`config.mk`:
```
export PLATFORM = sky130hd
export DESIGN_NAME = dc_motor_ramp_ctrl
export DESIGN_NICKNAME = d
export VERILOG_FILES = /design/src/rtl/dc_motor_ramp_ctrl.sv
export SDC_FILE = /design/constraint.sdc
export NUM_CORES = 1
export LEC_CHECK = 0
export ABC_AREA = 1
export CAP_MARGIN = 20
export CORE_ASPECT_RATIO = 0.8
export CORE_MARGIN = 5
export CORE_UTILIZATION = 45
export DETAILED_ROUTE_END_ITERATION = 10
export GPL_ROUTABILITY_DRIVEN = 0
export SETUP_SLACK_MARGIN = 0.15
export SLEW_MARGIN = 15
export SYNTH_ARGS = -nofsm -noshare
export SYNTH_HDL_FRONTEND = slang
export SYNTH_SLANG_ARGS = --single-unit
```
`constraint.sdc`:
```
create_clock -name clk -period 4.4 [get_ports clk]
set_input_delay 0.44 -clock clk [delete_from_list [all_inputs] [get_ports clk]]
set_output_delay 0.44 -clock clk [all_outputs]
set_load 0.1 [all_outputs]
```
`src/rtl/dc_motor_ramp_ctrl.sv`:
```
// Speed-level ramp controller for a PWM-driven DC motor with direction reversal and emergency stop.
// Define DC_RAMP_DEADTIME_EN to add the zero-speed DEADTIME dwell before each direction change.
module dc_motor_ramp_ctrl #(
  parameter int CLK_FREQ    = 100_000_000,
  parameter int STEP_MS     = 50,
  parameter int DEADTIME_MS = 100,
  parameter int MAX_LEVEL   = 15
) (
  input  logic       clk,
  input  logic       rst,
  input  logic       enable,
  input  logic [3:0] target_level,
  input  logic       target_dir,
  input  logic       estop,
  output logic [3:0] speed_level,
  output logic       motor_dir,
  output logic       busy,
  output logic       at_target
);

  localparam int          STEP_RAW    = CLK_FREQ / 1000 * STEP_MS;
  localparam int          STEP_CYCLES = (STEP_RAW < 1) ? 1 : STEP_RAW;
  localparam logic [31:0] STEP_LAST   = 32'(STEP_CYCLES - 1);
  localparam logic [3:0]  MAX_LV      = 4'(MAX_LEVEL);
`ifdef DC_RAMP_DEADTIME_EN
  localparam int          DEAD_RAW    = CLK_FREQ / 1000 * DEADTIME_MS;
  localparam int          DEAD_CYCLES = (DEAD_RAW < 1) ? 1 : DEAD_RAW;
  localparam logic [31:0] DEAD_LAST   = 32'(DEAD_CYCLES - 1);
`endif

  typedef enum logic [2:0] {
    IDLE,
    ACCEL,
    DECEL,
    HOLD,
`ifdef DC_RAMP_DEADTIME_EN
    DEADTIME,
`endif
    ESTOP
  } state_t;

  state_t      state, state_next;
  logic [3:0]  level_next;
  logic        dir_next, busy_next, at_next;
  logic [31:0] step_cnt, step_cnt_next, step_adv;
  logic [3:0]  eff_target;
  logic        dir_change, step_due, zero_reverse;
`ifdef DC_RAMP_DEADTIME_EN
  logic [31:0] dead_cnt, dead_cnt_next;
`endif

  assign eff_target = !enable ? 4'd0 : ((target_level > MAX_LV) ? MAX_LV : target_level);
  assign dir_change = (target_dir != motor_dir);
  assign step_due   = (step_cnt == STEP_LAST);
  assign step_adv   = step_due ? 32'd0 : step_cnt + 32'd1;

  always_comb begin
    state_next    = state;
    level_next    = speed_level;
    dir_next      = motor_dir;
    step_cnt_next = step_cnt;
    zero_reverse  = 1'b0;
`ifdef DC_RAMP_DEADTIME_EN
    dead_cnt_next = dead_cnt;
`endif
    if (estop) begin
      state_next    = ESTOP;
      level_next    = 4'd0;
      step_cnt_next = 32'd0;
`ifdef DC_RAMP_DEADTIME_EN
      dead_cnt_next = 32'd0;
`endif
    end else begin
      case (state)
        IDLE, HOLD: begin
          if (dir_change && speed_level == 4'd0) begin
            zero_reverse = 1'b1;
          end else if (dir_change || eff_target < speed_level) begin
            state_next    = DECEL;
            step_cnt_next = 32'd0;
          end else if (eff_target > speed_level) begin
            state_next    = ACCEL;
            step_cnt_next = 32'd0;
          end else if (speed_level == 4'd0) begin
            state_next = IDLE;
          end
        end
        ACCEL: begin
          // Reversing the ramp keeps the step phase running so no partial step is lost.
          if (dir_change || eff_target < speed_level) begin
            state_next    = DECEL;
            step_cnt_next = step_adv;
          end else if (eff_target == speed_level) begin
            state_next    = HOLD;
            step_cnt_next = 32'd0;
          end else begin
            step_cnt_next = step_adv;
            if (step_due) begin
              level_next = speed_level + 4'd1;
              if (speed_level + 4'd1 == eff_target) state_next = HOLD;
            end
          end
        end
        DECEL: begin
          if (dir_change && speed_level == 4'd0) begin
            zero_reverse = 1'b1;
          end else if (!dir_change && eff_target > speed_level) begin
            state_next    = ACCEL;
            step_cnt_next = step_adv;
          end else if (!dir_change && eff_target == speed_level) begin
            state_next    = HOLD;
            step_cnt_next = 32'd0;
          end else begin
            // Here speed_level is nonzero: either a reversal is pending or the target is below.
            step_cnt_next = step_adv;
            if (step_due) begin
              level_next = speed_level - 4'd1;
              if (dir_change && speed_level == 4'd1) begin
                zero_reverse = 1'b1;
              end else if (!dir_change && speed_level - 4'd1 == eff_target) begin
                state_next = HOLD;
              end
            end
          end
        end
`ifdef DC_RAMP_DEADTIME_EN
        DEADTIME: begin
          level_next    = 4'd0;
          dead_cnt_next = dead_cnt + 32'd1;
          if (dead_cnt == DEAD_LAST) begin
            dir_next      = target_dir;
            state_next    = (eff_target > 4'd0) ? ACCEL : IDLE;
            step_cnt_next = 32'd0;
            dead_cnt_next = 32'd0;
          end
        end
`endif
        ESTOP: begin
          level_next = 4'd0;
          if (!enable) state_next = IDLE;
        end
        default: state_next = IDLE;
      endcase
    end

    if (zero_reverse) begin
`ifdef DC_RAMP_DEADTIME_EN
      state_next    = DEADTIME;
      dead_cnt_next = 32'd0;
`else
      dir_next      = target_dir;
      state_next    = (eff_target > 4'd0) ? ACCEL : IDLE;
      step_cnt_next = 32'd0;
`endif
    end

    busy_next = (state_next == ACCEL) || (state_next == DECEL);
`ifdef DC_RAMP_DEADTIME_EN
    if (state_next == DEADTIME) busy_next = 1'b1;
`endif
    at_next = ((state_next == IDLE) || (state_next == HOLD)) && (level_next == eff_target) &&
              ((dir_next == target_dir) || (level_next == 4'd0));
  end

  always_ff @(posedge clk or posedge rst) begin
    if (rst) begin
      state       <= IDLE;
      speed_level <= 4'd0;
      motor_dir   <= 1'b0;
      busy        <= 1'b0;
      at_target   <= 1'b0;
      step_cnt    <= 32'd0;
`ifdef DC_RAMP_DEADTIME_EN
      dead_cnt    <= 32'd0;
`endif
    end else begin
      state       <= state_next;
      speed_level <= level_next;
      motor_dir   <= dir_next;
      busy        <= busy_next;
      at_target   <= at_next;
      step_cnt    <= step_cnt_next;
`ifdef DC_RAMP_DEADTIME_EN
      dead_cnt    <= dead_cnt_next;
`endif
    end
  end

endmodule

```
After elaboration in Yosys (flattened, before gate mapping)
Index checks and enable logic that the tools add are counted.
{"block": "classes", "reduce_logical": 19, "addsub": 3, "eq_ne": 18, "mux": 51, "magnitude_cmp": 4}
{"cell": "32-bit 2-to-1 mux", "n": 11}
{"cell": "32-bit one-hot mux with 3 select lines", "n": 1}
{"cell": "3-bit 2-to-1 mux", "n": 17}
{"cell": "4-bit 2-to-1 mux", "n": 10}
{"cell": "32-bit by 1-bit adder with 32-bit output (second input constant)", "n": 1}
{"cell": "32-bit by 23-bit equality test with 1-bit output (second input constant)", "n": 1}
{"cell": "4-bit equality test", "n": 4}
{"cell": "3-bit by 2-bit equality test with 1-bit output (second input constant)", "n": 4}
{"cell": "3-bit one-hot mux with 4 select lines", "n": 1}
{"cell": "4-bit one-hot mux with 3 select lines", "n": 1}
{"cell": "1-bit 2-to-1 mux", "n": 9}
{"cell": "4-bit zero test", "n": 2}
{"cell": "4-bit != test (second input constant)", "n": 2}
{"cell": "1-bit logical AND", "n": 7}
{"cell": "3-bit by 1-bit equality test with 1-bit output (second input constant)", "n": 2}
{"cell": "3-bit zero test", "n": 2}
{"cell": "5-bit != test (second input constant)", "n": 1}
{"cell": "5-bit nonzero test", "n": 1}
{"cell": "4-bit by 1-bit adder with 4-bit output (second input constant)", "n": 1}
{"cell": "4-bit by 1-bit equality test with 1-bit output (second input constant)", "n": 1}
{"cell": "4-bit by 1-bit greater-than comparator with 1-bit output (second input constant)", "n": 1}
{"cell": "4-bit greater-than comparator", "n": 1}
{"cell": "4-bit greater-than comparator (second input constant)", "n": 1}
{"cell": "1-bit logical OR", "n": 4}
{"cell": "other kinds (9)", "n": 9}
{"block": "word_totals", "in_bits": 9, "output_inout_bits": 7, "register_bits": 42}

Logic depth before layout (Yosys ltp)
Gate-level depths: netlist of run 1.
{"block": "depth", "depth_word": 18, "ltp_mapped": 21}

Worst setup path before layout of run 1
OpenSTA, ideal clock, no wires.
{"block": "synth_path", "kind": "register to register", "from": "register speed_level[2]", "to": "register step_cnt[28]", "n_path_buf": 2, "setup_slack_ps": 1426, "stages_incl_launch_ff": 16, "required_time_ps": 4281, "setup_time_ps": 119, "arrival_time_ps": 2854, "path_cell_list": "dfrtp_1 -> buf_4 -> inv_2 -> ha_1 -> nand2_1 -> inv_1 -> nand3_1 -> nor2_1 -> nand4_1 -> nand3_2 -> nand4_4 -> buf_2 -> nand3_1 -> nor2_1 -> o22ai_1 -> nor2_1"}
{"block": "synth_via", "elab_chain_len": 11}
{"item": "from (decl)", "line": "15", "source": "output logic [3:0] speed_level,"}
{"item": "from (signal assigned)", "line": "178", "source": "speed_level <= level_next;"}
{"item": "4-bit by 1-bit equality test with 1-bit output", "line": "118", "source": "if (dir_change && speed_level == 4'd1) begin"}
{"item": "1-bit logical AND", "line": "118"}
{"item": "1-bit 2-to-1 mux", "line": "118"}
{"item": "1-bit 2-to-1 mux", "line": "116", "source": "if (step_due) begin"}
{"item": "1-bit 2-to-1 mux", "line": "110", "source": "end else if (!dir_change && eff_target == speed_level) begin"}
{"item": "1-bit 2-to-1 mux", "line": "107", "source": "end else if (!dir_change && eff_target > speed_level) begin"}
{"item": "1-bit 2-to-1 mux", "line": "105", "source": "if (dir_change && speed_level == 4'd0) begin"}
{"item": "1-bit one-hot mux with 2 select lines", "line": "74", "source": "case (state)"}
{"item": "1-bit 2-to-1 mux", "line": "66", "source": "if (estop) begin"}
{"item": "5-bit != test (no line) (tied with other cells)"}
{"item": "4-bit AND reduction (no line)"}
{"item": "to (signal assigned)", "line": "182", "source": "step_cnt <= step_cnt_next;"}
{"item": "to (decl)", "line": "45", "source": "logic [31:0] step_cnt, step_cnt_next, step_adv;"}
Parallel ways exist; a longest one is shown, timed or not. The select of a mux whose other input is x is not followed.
A chain may end at the register's enable or synchronous reset.

Worst setup path in the final report of run 1
{"block": "layout_path", "from": "input port enable", "to": "register step_cnt[20]"}
{"block": "layout_via", "elab_chain_len": 10}
{"item": "from (decl)", "line": "11", "source": "input logic enable,"}
{"item": "4-bit 2-to-1 mux (*)", "line": "52", "source": "assign eff_target = !enable ? 4'd0 : ((target_level > MAX_LV) ? MAX_LV : target_level);"}
{"item": "parallel branches: the longest is 9 deep, another holds 4-bit greater-than comparator"}
Mark *: on every way between the ends. The select of a mux whose other input is x is not followed.

==> reports/summary.md, run 1 <==
Status
- run status: finished, final reports clean

STA
- Max Clock Skew: 0.009065 ns
- Max Transition Viols Final: 0
- final setup margin: 1.180 ns
- maximum achievable frequency: 310.6 MHz
- slew at the pin with the worst max-slew slack: 0.9820 ns
- max_slew headroom: 34.33%
- final critical delay including setup and external delays: 3.220 ns
- Final Hold Fails: 0
- aggregate negative setup slack: 0 ns
- Final Setup Violations: 0
- final clock period utilization by the worst path: 73.18%
- unrepaired setup endpoints after global routing: false

Pwr
- total power after layout: 1.841 mW
- leakage power of the design: 1.621 nW
- peak supply drop: 0.0005365 V
- power density over the cells: 522.8 nW/um^2

Die
- Placement Rows: 27
- I/O Pins: 16
- die width: 104.4 microns
- effective utilization at floorplan: 46.32%
- overall die area: 8928 sq um
- height of the chip: 85.52 microns
- standard cell core area: 6925 sq um

Synthesis
- proportion of synthesized chip area in sequential cells: 32.76%
- netlist area before placement: 3208 sq um
- register bit count reported by yosys: 42
- fraction of registers with async set or reset after synthesis: 100.0%
- Mapped Avg Cell Area: 6.782 sq um
- post-synthesis net count: 490
- main flop type after synthesis: dfrtp_1
- area share of the leading cell type in the synthesized netlist: 32.76%
- number of different library cells in the post-synthesis netlist: 39
- biggest area consumer among synthesized cells: dfrtp_1
- cell types with the highest counts after synthesis: nand2_1, inv_1, nor2_1, nand3_1, dfrtp_1
- total number of yosys warnings: 0
- most common cell in the netlist: nand2_1
- gate count after technology mapping: 473
- top cells by area in the synthesized netlist: dfrtp_1, nand2_1, inv_1
- number of flops mapped to enable cells by yosys: 0

Cells and area
- non-filler cells, final: 578
- number of inserted diodes: 0
- layout overhead on the synthesized area: 9.789%
- fraction of final layout cells sized beyond drive strength 1: 8.350%
- nets@finish: 507
- final non-filler cell area: 3522 sq um
- Filler Cells Inserted: 693

Setup path
- worst endpoint data arrival time: 3.44 ns
- largest fanout of any net on the critical path: 26
- critical path startpoint: enable
- classification of the worst setup path: in2reg
- kind of end point of the critical path: flip-flop
- reg-to-reg setup timing slack: 1.40 ns
- capture instance of the worst register-to-register path: step_cnt[20]
- Required @ worst endpoint: 4.62 ns
- cell count of the worst reg-to-reg path: 14
- Critical Path Source Type: input pin
- critical register-to-register path startpoint: speed_level[2]

Route
- Via-to-Cell Ratio: 5.275
- final routed wirelength across all metal layers: 8234 microns
- violation count after the first detailed-route iteration: 244
- WL per Instance: 14.25 microns
- first-pass iteration count of the detailed router: 4
- antenna violation net count after detailed routing: 0
- via total after detailed routing: 3,049
- Remaining DRCs: 0

Clocking
- clock latency of the later-clocked register in the worst-skew pair: 0.30 ns
- clock sink count: 42
- root buffer cell: clkbuf_8
- TritonCTS clock tree: yes
- CTS Hold Buffers Added: 0
- CTS clk-pin slew, worst paths: 0.08 ns
- number of CTS-inserted buffers: 5
- Resize count post-CTS: 0
- setup bufs post-CTS: 0
- Longest Clk Path Bufs: 2
- number of levels in the clock H-tree: 2

GRT
- all-layer global routing usage: 18.47%
- number of antenna violations at the first check in global routing: 0
- aggregate global routing overflow: 0
- pin count of the biggest net entering global routing: 43
- first-pass GRT wire length: 13,450 microns
- vias in the first global route: 2,653

Hold path
- min-delay worst type: reg2reg
- Hold Path Sink: step_cnt[31]
- Hold Startpoint: step_cnt[31]
- number of cells on the worst hold path: 1

Placed design
- Final HPWL DP: 6302 microns
- Placed Instance Area: 3427 sq um
- placement-stage worst setup slack: 0.9126 ns
- number of placed instances with taps included: 570
- PortBufs: 15

Flow run
- max-cap viol count: 0

==> cells by family (layout without fill, tap and decap cells) <==
logic type	after synthesis	after routing	share of synthesized area, %
AO/OA/AOI/OAI	53	53	9.439
XOR/XNOR	16	16	4.602
adder cells (fa/ha/maj)	8	8	3.120
buffers and inverters	79	97	9.907
flip-flops	42	42	32.76
AND/OR/NAND/NOR	275	275	40.17
==> flip-flops by register name, indices dropped and copies added, names as in the netlist <==
register     count
at_target        1
step_cnt        32
busy             1
speed_level      4
motor_dir        1
state            3
==> layout by cell type (no fill, tap or decap), types with 13 or more instances in the layout <==
cell type        instances
xor2_1                  13
clkdlybuf4s50_1         15
a21oi_1                 22
nand3_1                 47
nand2_1                113
nor2_1                  61
o21ai_0                 13
inv_1                   62
dfrtp_1                 42
nor3_1                  20
==> stage by stage <==
stage | hold WS (ns) | utilization (%)
global placement | 0.4703 | 49.49
finish | 0.4805 | 50.86
floorplan | 0.4334 | -
CTS | 0.4794 | 50.86
global route | 0.5083 | 50.86
detailed placement | 0.4677 | 49.49
==> area by class of cell <==
cell class	count	area, sq um	area share [%]
multi-input cells	352	1839	52.22
flip-flops and latches	42	1051	29.84
inverters	74	277.8	7.886
repair buffers	15	150.1	4.263
well taps	87	108.9	3.091
clock buffers	6	82.58	2.345
clock inverters	2	12.51	0.3552
==> critical path, cell delays in order <==
cell,delay (ns)
clkdlybuf4s50_1,0.48
nand2_1,0.14
inv_1,0.10
ha_1,0.31
nand2_1,0.05
inv_1,0.07
nand3_1,0.11
nor2_1,0.37
nand4_1,0.16
nand3_2,0.13
nand4_4,0.35
nand2_1,0.37
nor2_1,0.09
nand2_1,0.08
o21ai_1,0.06
a21oi_1,0.13
==> report_power, final <==
group | total, mW | internal [mW] | switching (mW)
registers | 0.486 | 0.422 | 0.0641
logic | 1.09 | 0.291 | 0.795
clock network | 0.270 | 0.126 | 0.143
total | 1.84 | 0.839 | 1.00
==> worst max path at each step <==
| stage | to | depth (start not counted) |
|---|---|---|
| 6_report | step_cnt[20] | 16 |
| 5_1_grt | step_cnt[20] | 16 |
| 4_1_cts | step_cnt[20] | 16 |
| 3_5_place_dp | step_cnt[20] | 16 |
| 3_3_place_gp | step_cnt[16] | 15 |
| 2_1_floorplan | step_cnt[28] | 15 |
==> metal layers <==
metal | vias to the layer above | track usage, % | routed length (microns)
met3 | 4 | 2.859 | 479
met4 | 0 | 3.412 | 44
met5 | - | 0 | 0
met2 | 78 | 24.38 | 3141
met1 | 1394 | 30.92 | 4568
li1 | 1573 | - | -
Note: power is estimated with default switching activity, not from simulation.
==> run 2, diff against run 1 <==
- clock period: 4.4 -> 2.8 ns (I/O delays scaled with it)
==> run 2 against run 1 <==
Via count grew 3.9%. Final cell count grew 5.2%. Sequential power grew 58%. Design area grew 7.1%. Clock skew grew 0.0037 ns. Core utilization grew 3.6 points. First-iteration DRC count shrank 0.82%. Sequential share of layout area shrank 1.8 points. Register-to-register slack lost 1.1 ns. Clock-buffer cell count is the same.
==> reports/summary.md, run 2 (synthesized netlist as in run 1, its figures left out) <==
Status
- run status: finished, final reports clean, unchanged

Cells and area
- top register by number of flip-flops: step_cnt, unchanged
- commonest non-fill, non-tap cells in the layout: nand2_1, nor2_1, inv_1, was nand2_1, inv_1, nor2_1
- nets@finish: 537, was 507
- max reg flops: 32, unchanged
- fraction of final layout cells sized beyond drive strength 1: 15.93%, was 8.350%
- biggest registers after layout: step_cnt (32), speed_level (4), state (3), unchanged
- number of inserted diodes: 0, unchanged
- non-filler cells, final: 608, was 578
- final non-filler cell area: 3772 sq um, was 3522 sq um
- layout overhead on the synthesized area: 17.59%, was 9.789%
- most common cell after layout, fill and taps aside: nand2_1, unchanged

Die
- I/O Pins: 16, unchanged
- die width: 104.4 microns, unchanged
- effective utilization at floorplan: 46.32%, unchanged
- overall die area: 8928 sq um, unchanged
- height of the chip: 85.52 microns, unchanged
- standard cell core area: 6925 sq um, unchanged
- Placement Rows: 27, unchanged

Route
- Remaining DRCs: 0, unchanged
- Via-to-Cell Ratio: 5.212, was 5.275
- via total after detailed routing: 3,169, was 3,049
- antenna violation net count after detailed routing: 0, unchanged
- first-pass iteration count of the detailed router: 5, was 4
- violation count after the first detailed-route iteration: 242, was 244
- WL per Instance: 13.90 microns, was 14.25 microns
- final routed wirelength across all metal layers: 8454 microns, was 8234 microns

STA
- maximum achievable frequency: 398.4 MHz
- Max Transition Viols Final: 0, unchanged
- final critical delay including setup and external delays: 2.510 ns
- worst hold slack across all endpoints: 0.3575 ns, was 0.4805 ns
- max_slew headroom: 62.32%, was 34.33%
- Max Clock Skew: 0.01273 ns, was 0.009065 ns
- slew at the pin with the worst max-slew slack: 0.5644 ns, was 0.9820 ns
- Final Setup Violations: 0, unchanged
- Final Hold Fails: 0, unchanged
- final setup margin: 0.2900 ns, was 1.180 ns
- unrepaired setup endpoints after global routing: true, was false
- final clock period utilization by the worst path: 89.64%

GRT
- aggregate global routing overflow: 0, unchanged
- number of antenna violations at the first check in global routing: 0, unchanged
- met3 global-route usage: 3.988%, was 2.859%
- pin count of the biggest net entering global routing: 27, was 43
- first-pass GRT wire length: 14,060 microns, was 13,450 microns
- all-layer global routing usage: 19.17%, was 18.47%
- M1 GR Usage: 32.16%, was 30.92%
- met2 Resource Use GR: 24.96%, was 24.38%
- Most Crowded Layer GR: met1, unchanged
- vias in the first global route: 2,773, was 2,653

Placed design
- Final HPWL DP: 6748 microns, was 6302 microns
- PortBufs: 15, unchanged
- Placed Instance Area: 3632 sq um, was 3427 sq um
- number of placed instances with taps included: 597, was 570
- placement-stage worst setup slack: -0.1011 ns, was 0.9126 ns

Hold path
- min-delay worst type: in2async, was reg2reg

Setup path
- classification of the worst setup path: in2reg, unchanged
- Critical Path Source Type: input pin, unchanged
- cell count of the worst reg-to-reg path: 19, was 14
- kind of end point of the critical path: flip-flop, unchanged
- worst endpoint data arrival time: 2.74 ns, was 3.44 ns
- critical register-to-register path startpoint: speed_level[2], unchanged
- reg-to-reg setup timing slack: 0.31 ns, was 1.40 ns
- largest fanout of any net on the critical path: 7, was 26
- Required @ worst endpoint: 3.03 ns, was 4.62 ns
- capture instance of the worst register-to-register path: at_target, was step_cnt[20]

Clocking
- TritonCTS clock tree: yes, unchanged
- Longest Clk Path Bufs: 2, unchanged
- number of CTS-inserted buffers: 5, unchanged
- CTS clk-pin slew, worst paths: 0.09 ns, was 0.08 ns
- number of levels in the clock H-tree: 2, unchanged
- root buffer cell: clkbuf_8, unchanged
- clock sink count: 42, unchanged
- clock latency of the later-clocked register in the worst-skew pair: 0.30 ns, about the same

Flow run
- max-cap viol count: 0, unchanged

Pwr
- power density over the cells: 843.4 nW/um^2, was 522.8 nW/um^2
- total power after layout: 3.182 mW, was 1.841 mW
- peak supply drop: 0.0006725 V, was 0.0005365 V
- leakage power of the design: 1.791 nW, was 1.621 nW

## run 2: how the worst max path moves through the flow
stage,startpoint,to,slack [ns],cells past startpoint
final,target_level[3],at_target,0.29,20
after floorplan,speed_level[3],step_cnt[28],0.19,14
after detailed placement,enable,at_target,-0.10,21
after global placement,enable,at_target,-0.06,21
after global routing,speed_level[2],at_target,0.1,19
after CTS,enable,at_target,0.20,21
## run 2: per-stage QoR
step	setup TNS (ns)	utilization, %
detailed placement	-0.2507	52.45
floorplan	0	-
finish	0	54.47
CTS	0	54.04
global route	0	54.47
global placement	-0.1993	52.45
## run 2: report_power, final
group	switching, mW	internal (mW)
logic	1.30	0.624
registers	0.0948	0.672
clock network	0.220	0.266
total	1.62	1.56
## run 2: cell type report
cell class	instances	area [sq um]
sequential	42	1059
inverter	74	280.3
tap	87	108.9
clock inverter	2	37.54
timing repair buffer	45	372.9
clock buffer	6	72.57
fill	667	3153
multi-input combinational	352	1842
## run 2: layer usage
layer | share of wire (%) | wire length (microns) | up-vias
li1 | - | - | 1639
met1 | 57 | 4785 | 1453
met2 | 37 | 3161 | 75
met3 | 5.6 | 475 | 2
met4 | 0.37 | 31 | 0
met5 | 0 | 0 | -
## run 2: what timing repair did
item / 4_1_cts / 5_1_grt
hold buffers: 0 / 0
setup buffers: 0 / 3
gates resized for setup: 0 / 5
endpoints found under the setup margin: 0 / 18
## run 2: critical path, cell delays in order
cell and delay, ns:
clkdlybuf4s50_1 0.43, nand2_1 0.09, inv_1 0.06, ha_1 0.29, nand2_1 0.05, inv_1 0.06, nand2_1 0.05, nand2_1 0.21
nand3_1 0.16, inv_2 0.15, nand2_1 0.12, nand2_1 0.08, nand3_1 0.06, nand3_1 0.13, nand2_1 0.11, nand2_1 0.08
nand2_1 0.05, nor2_1 0.08, nand3_1 0.08, nor2_1 0.10
